## src/rtl/spi_pkg.sv

```systemverilog
// Shared SPI definitions: mode encodings {CPOL,CPHA} and the word-engine FSM states.
package spi_pkg;

  localparam logic [1:0] SPI_MODE0 = 2'b00;
  localparam logic [1:0] SPI_MODE1 = 2'b01;
  localparam logic [1:0] SPI_MODE2 = 2'b10;
  localparam logic [1:0] SPI_MODE3 = 2'b11;

  typedef enum logic [1:0] {
    WAIT_IDLE = 2'd0,
    IDLE      = 2'd1,
    ACTIVE    = 2'd2
  } spi_state_e;

endpackage

```

## src/rtl/spi_sync_edge.sv

```systemverilog
// Multi-flop synchroniser with a single-cycle change pulse; rise/fall are edge_o qualified by q_o.
module spi_sync_edge #(
  parameter int STAGES  = 2,
  parameter bit RST_VAL = 1'b0
) (
  input  logic clk,
  input  logic reset,
  input  logic d_i,
  output logic q_o,
  output logic edge_o
);

  logic [STAGES-1:0] sync_q;
  logic              prev_q;

  always_ff @(posedge clk or posedge reset) begin
    if (reset) begin
      sync_q <= {STAGES{RST_VAL}};
      prev_q <= RST_VAL;
    end else begin
      sync_q <= {sync_q[STAGES-2:0], d_i};
      prev_q <= sync_q[STAGES-1];
    end
  end

  assign q_o    = sync_q[STAGES-1];
  assign edge_o = sync_q[STAGES-1] ^ prev_q;

endmodule

```

## src/rtl/spi_target_word.sv

```systemverilog
// SPI target word engine: shifts WORD_WIDTH-bit words in/out for any CPOL/CPHA and bit order,
// back-to-back within a CS frame, flagging frames that end on a partial word.
module spi_target_word
  import spi_pkg::*;
#(
  parameter int WORD_WIDTH  = 64,
  parameter bit CPOL        = 1'b0,
  parameter bit CPHA        = 1'b0,
  parameter bit MSB_FIRST   = 1'b1,
  parameter int SYNC_STAGES = 2
) (
  input  logic                  clk,
  input  logic                  reset,
  input  logic                  SCK,
  input  logic                  CS,
  input  logic                  COPI,
  output logic                  CIPO,
  input  logic [WORD_WIDTH-1:0] word_send_data,
  output logic                  word_received,
  output logic [WORD_WIDTH-1:0] word_data_received,
  output logic [7:0]            word_count,
  output logic                  frame_error
);

  localparam int            CW       = $clog2(WORD_WIDTH);
  localparam logic [CW-1:0] LAST_BIT = CW'(WORD_WIDTH - 1);

  logic sck_s, sck_edge, cs_s, cs_edge;
  logic [SYNC_STAGES-1:0] copi_sync_q;
  logic copi_s;

  // CS resets low so a frame already in progress at reset release is never mistaken for a start.
  spi_sync_edge #(.STAGES(SYNC_STAGES), .RST_VAL(CPOL)) u_sck_sync (
    .clk(clk), .reset(reset), .d_i(SCK), .q_o(sck_s), .edge_o(sck_edge)
  );

  spi_sync_edge #(.STAGES(SYNC_STAGES), .RST_VAL(1'b0)) u_cs_sync (
    .clk(clk), .reset(reset), .d_i(CS), .q_o(cs_s), .edge_o(cs_edge)
  );

  always_ff @(posedge clk or posedge reset) begin
    if (reset) copi_sync_q <= '0;
    else       copi_sync_q <= {copi_sync_q[SYNC_STAGES-2:0], COPI};
  end
  assign copi_s = copi_sync_q[SYNC_STAGES-1];

  logic lead_edge, trail_edge, sample_edge, shift_edge, cs_rise, cs_fall;

  assign lead_edge   = sck_edge & (sck_s != CPOL);
  assign trail_edge  = sck_edge & (sck_s == CPOL);
  assign sample_edge = CPHA ? trail_edge : lead_edge;
  assign shift_edge  = CPHA ? lead_edge : trail_edge;
  assign cs_rise     = cs_edge & cs_s;
  assign cs_fall     = cs_edge & ~cs_s;

  spi_state_e            state_q, state_d;
  logic [CW-1:0]         bit_cnt_q, bit_cnt_d;
  logic [WORD_WIDTH-1:0] rx_q, rx_d, rx_next;
  logic [WORD_WIDTH-1:0] tx_q, tx_d, tx_shift;
  logic                  reload_q, reload_d;
  logic                  hold_q, hold_d;
  logic [WORD_WIDTH-1:0] wdata_q, wdata_d;
  logic                  wrecv_q, wrecv_d;
  logic [7:0]            wcount_q, wcount_d;
  logic                  ferr_q, ferr_d;

  always_ff @(posedge clk or posedge reset) begin
    if (reset) begin
      state_q   <= WAIT_IDLE;
      bit_cnt_q <= '0;
      rx_q      <= '0;
      tx_q      <= '0;
      reload_q  <= 1'b0;
      hold_q    <= 1'b0;
      wdata_q   <= '0;
      wrecv_q   <= 1'b0;
      wcount_q  <= '0;
      ferr_q    <= 1'b0;
    end else begin
      state_q   <= state_d;
      bit_cnt_q <= bit_cnt_d;
      rx_q      <= rx_d;
      tx_q      <= tx_d;
      reload_q  <= reload_d;
      hold_q    <= hold_d;
      wdata_q   <= wdata_d;
      wrecv_q   <= wrecv_d;
      wcount_q  <= wcount_d;
      ferr_q    <= ferr_d;
    end
  end

  always_comb begin
    state_d   = state_q;
    bit_cnt_d = bit_cnt_q;
    rx_d      = rx_q;
    tx_d      = tx_q;
    reload_d  = reload_q;
    hold_d    = hold_q;
    wdata_d   = wdata_q;
    wrecv_d   = 1'b0;
    wcount_d  = wcount_q;
    ferr_d    = 1'b0;
    rx_next   = MSB_FIRST ? {rx_q[WORD_WIDTH-2:0], copi_s} : {copi_s, rx_q[WORD_WIDTH-1:1]};
    tx_shift  = MSB_FIRST ? {tx_q[WORD_WIDTH-2:0], 1'b0}   : {1'b0, tx_q[WORD_WIDTH-1:1]};

    unique case (state_q)
      WAIT_IDLE: begin
        if (cs_s) state_d = IDLE;
      end
      IDLE: begin
        bit_cnt_d = '0;
        if (cs_fall) begin
          tx_d     = word_send_data;
          rx_d     = '0;
          wcount_d = '0;
          reload_d = 1'b0;
          // With CPHA=1 the first leading edge only presents bit 0, which is already on CIPO.
          hold_d   = CPHA;
          state_d  = ACTIVE;
        end
      end
      ACTIVE: begin
        if (sample_edge) begin
          rx_d = rx_next;
          if (bit_cnt_q == LAST_BIT) begin
            bit_cnt_d = '0;
            wdata_d   = rx_next;
            wrecv_d   = 1'b1;
            reload_d  = 1'b1;
            if (wcount_q != 8'hFF) wcount_d = wcount_q + 8'd1;
          end else begin
            bit_cnt_d = bit_cnt_q + 1'b1;
          end
        end
        if (shift_edge) begin
          if (hold_q)        hold_d = 1'b0;
          else if (reload_q) begin
            tx_d     = word_send_data;
            reload_d = 1'b0;
          end
          else               tx_d = tx_shift;
        end
        // Uses the post-sample count so a word completing on this very clk is not an error.
        if (cs_rise) begin
          state_d = IDLE;
          ferr_d  = (bit_cnt_d != '0);
        end
      end
      default: state_d = WAIT_IDLE;
    endcase
  end

  assign CIPO               = (state_q == ACTIVE) & (MSB_FIRST ? tx_q[WORD_WIDTH-1] : tx_q[0]);
  assign word_received      = wrecv_q;
  assign word_data_received = wdata_q;
  assign word_count         = wcount_q;
  assign frame_error        = ferr_q;

endmodule
```

## config.mk

```make
export PLATFORM = sky130hd
export DESIGN_NAME = spi_target_word
export DESIGN_NICKNAME = d
export VERILOG_FILES = /design/src/rtl/spi_pkg.sv /design/src/rtl/spi_sync_edge.sv /design/src/rtl/spi_target_word.sv
export SDC_FILE = /design/constraint.sdc
export NUM_CORES = 1
export LEC_CHECK = 0
export CORE_ASPECT_RATIO = 0.6
export CORE_UTILIZATION = 45
export CTS_BUF_LIST = sky130_fd_sc_hd__clkbuf_4
export CTS_CLUSTER_DIAMETER = 150
export DETAILED_ROUTE_END_ITERATION = 6
export GPL_ROUTABILITY_DRIVEN = 0
export HOLD_SLACK_MARGIN = 0.05
export PLACE_DENSITY = 0.71
export SYNTH_ARGS = -nofsm -noshare
export SYNTH_HDL_FRONTEND = slang
export SYNTH_SLANG_ARGS = --single-unit
```

## constraint.sdc

```tcl
create_clock -name clk -period 6.6 [get_ports clk]
set_clock_uncertainty 0.05 [all_clocks]
set_input_delay 0.66 -clock clk [delete_from_list [all_inputs] [get_ports clk]]
set_output_delay 0.66 -clock clk [all_outputs]
set_load 0.01 [all_outputs]
```

==> reports/metrics.cfg <==
[min_path]
hold_path_class=reg -> reg
hold_depth=0

[cts]
cts_resized=0
cts_num_sinks=218
root_buffer=clkbuf_4
postCtsSetupBuffers=0
htree_num_levels=2
cts_tree=done
cts_buffers=52
clkTransAtPathRegs_ns=0.07
clk_path_buf_depth=3
clock_latency_ns=0.60
ctsHoldBuffers=0

[global_routing]
grt_pass1_wl_um=33300
antenna_found_initial=0
grt_pass1_vias=6453
grt_max_degree=134
grt_usage=0.189
overflow=0

[layout]
final_nets=1069
fillCellCount=1751
antenna_cells=0
area_growth_pct=23.2
seq_area_um2=5460
multiInputGateArea_um2=3710
layout-drive-gt1-share=0.139
final_core_util=0.575
finalNonFillerCells=1296
layout_commonest_cell=dfrtp_1
fin_area_um2=11700
most-common-layout-cells=dfrtp_1 (218), clkdlybuf4s50_1 (143), nand2_1 (138)

[worst_setup_path]
r2r_slack_ns=3.60
cp_max_fo=35
crit_type=reg -> out
worstSetupEndpointType=primary output
cp.arrival_ns=2.34
required_ns=5.89
r2r_cells=7
start_kind=register

[die]
die_w_um=189
rows=40
die_h_um=114
start_util=0.466
die_area_um2=21700
design.portCount=144
coreArea_um2=20300

[pwr]
swShare=0.335
power_switching_mw=1.22
clkPwrFrac=0.286
p_int_mw=2.42
comb_power_share=0.265
powerDensity_nw_per_um2=312
seq_power_share=0.450
power_mw=3.65
vdd_drop_max_uv=163
p_leak_nw=5.85

[placed_design]
hpwlAfterDp_um=12400
pre_cts_ws_ns=3.62
place_area_um2=11100
dp.cells=1212
portBuffers=143

[sta]
setup_ws_ns=3.55
post-route-min-period_ns=3.05
max_freq_mhz=328
worstMarginPinSlew_ns=1.18
fin_hold_ws_ns=0.293
finalSetupTns_ns=0
relSlewSlack=0.214
hold_violations=0
finalSetupViolations=0
drv_slew=0
grt_setup_unrepaired=false
finalCritPeriodShare=0.462

[logic_synthesis]
netlist.area_leader.share=0.576
syn-cell-area_um2=9480
synth_cells=846
avgSynthCellArea_um2=11.2
synthArstFlopShare=1.00
synth_area_leaders=dfrtp_1 (58%), mux2_4 (7.8%), mux2i_1 (6.7%), nand2_1 (5.5%), nand3_1 (3.8%)
syn-num-nets=922
synth_top_cell_by_area=dfrtp_1
ys_ff_latch=218
synth_edf_count=0
netlist-cell-type-count=54
synth-main-ff-cell=dfrtp_1
yosysWarnings=0
seq_area_frac_synth=0.576

[run]
maxCapViolCount=0

[status]
status=finished clean

[routing]
final_antenna_net_count=0
wl_um=19900
vias=6636
vias_per_cell=5.12
wire_per_inst_um=15.4
drtPass1Iterations=7
post-route-drc-count=0
drt_iter0_drc=408

## registers in the layout, indices dropped and copies added (netlist names)
name / flops
tx_q: 64
u_sck_sync.prev_q: 1
bit_cnt_q: 6
word_count: 8
word_received: 1
copi_sync_q: 2
frame_error: 1
u_cs_sync.sync_q: 2
word_data_received: 64
rx_q: 63
reload_q: 1
state_q: 2
u_cs_sync.prev_q: 1
u_sck_sync.sync_q: 2
## synthesized netlist by cell type, types with 2 or more instances
cell	n
nor4_1	2
a31oi_1	2
buf_6	6
nand2_1	138
o221ai_1	2
and4_1	4
ha_1	7
nand2b_1	5
nand3b_1	2
buf_4	2
mux2_4	49
a22o_1	4
o211ai_1	3
a22oi_1	4
o2111ai_1	2
nand4_1	5
nand3_1	72
nor2_1	69
a2bb2oi_1	2
a41o_1	2
inv_1	14
o31ai_1	3
o21ai_0	3
o22ai_1	2
buf_2	23
mux2_1	15
nor3_1	3
and2_1	2
o2bb2ai_1	2
buf_1	3
mux2i_1	63
nor2b_1	2
dfrtp_1	218
clkbuf_1	23
a21oi_1	69
## routing by layer
layer / GRT usage / vias to the layer above / share of wire
li1: - / 3231 / -
met1: 0.293 / 3223 / 0.51
met2: 0.254 / 158 / 0.42
met3: 0.0512 / 24 / 0.061
met4: 0.0538 / 0 / 0.010
met5: 0 / - / 0
## power by group through the flow
| stage | registers, mW | logic [mW] | clock network, mW |
|---|---|---|---|
| after floorplan | 1.63 | 0.770 | 0 |
| after global placement | 1.65 | 0.948 | 0 |
| after detailed placement | 1.66 | 0.973 | 0 |
| after CTS | 1.64 | 0.979 | 1.09 |
| after global routing | 1.66 | 1.09 | 1.16 |
| final | 1.64 | 0.965 | 1.04 |
## cells by family after synthesis
family | synth area share
and+or+nand+nor | 0.144
AOI/OAI and AO/OA | 0.0706
DFF | 0.576
muxes | 0.163
buffers and inverters | 0.0367
xor gates and xnor gates | 0.000925
adders and majority gates | 0.00924
## path summary, 6_finish.rpt
path | from | end
min in group asynchronous | reset | word_count[7]
worst max-delay path | state_q[0] | CIPO
worst min-delay path | u_cs_sync.sync_q[0] | u_cs_sync.sync_q[1]
max in group asynchronous | reset | rx_q[52]
worst min register to register | u_cs_sync.sync_q[0] | u_cs_sync.sync_q[1]
worst max register to register | state_q[0] | rx_q[50]
## worst max-delay path, cell delays in order (launching register included)
cell,delay (ns)
dfrtp_1,0.41
inv_1,0.15
ha_4,0.43
and2_1,0.19
clkdlybuf4s50_1,0.57
## area by class of cell
type                       count  area share
multi-input combinational    557       0.318
clock inverter                12     0.00622
timing repair buffer         150       0.128
clock buffer                  72      0.0463
inverter                      14     0.00482
tap                          273      0.0293
sequential                   218       0.467
(Power assumes the default switching activity.)
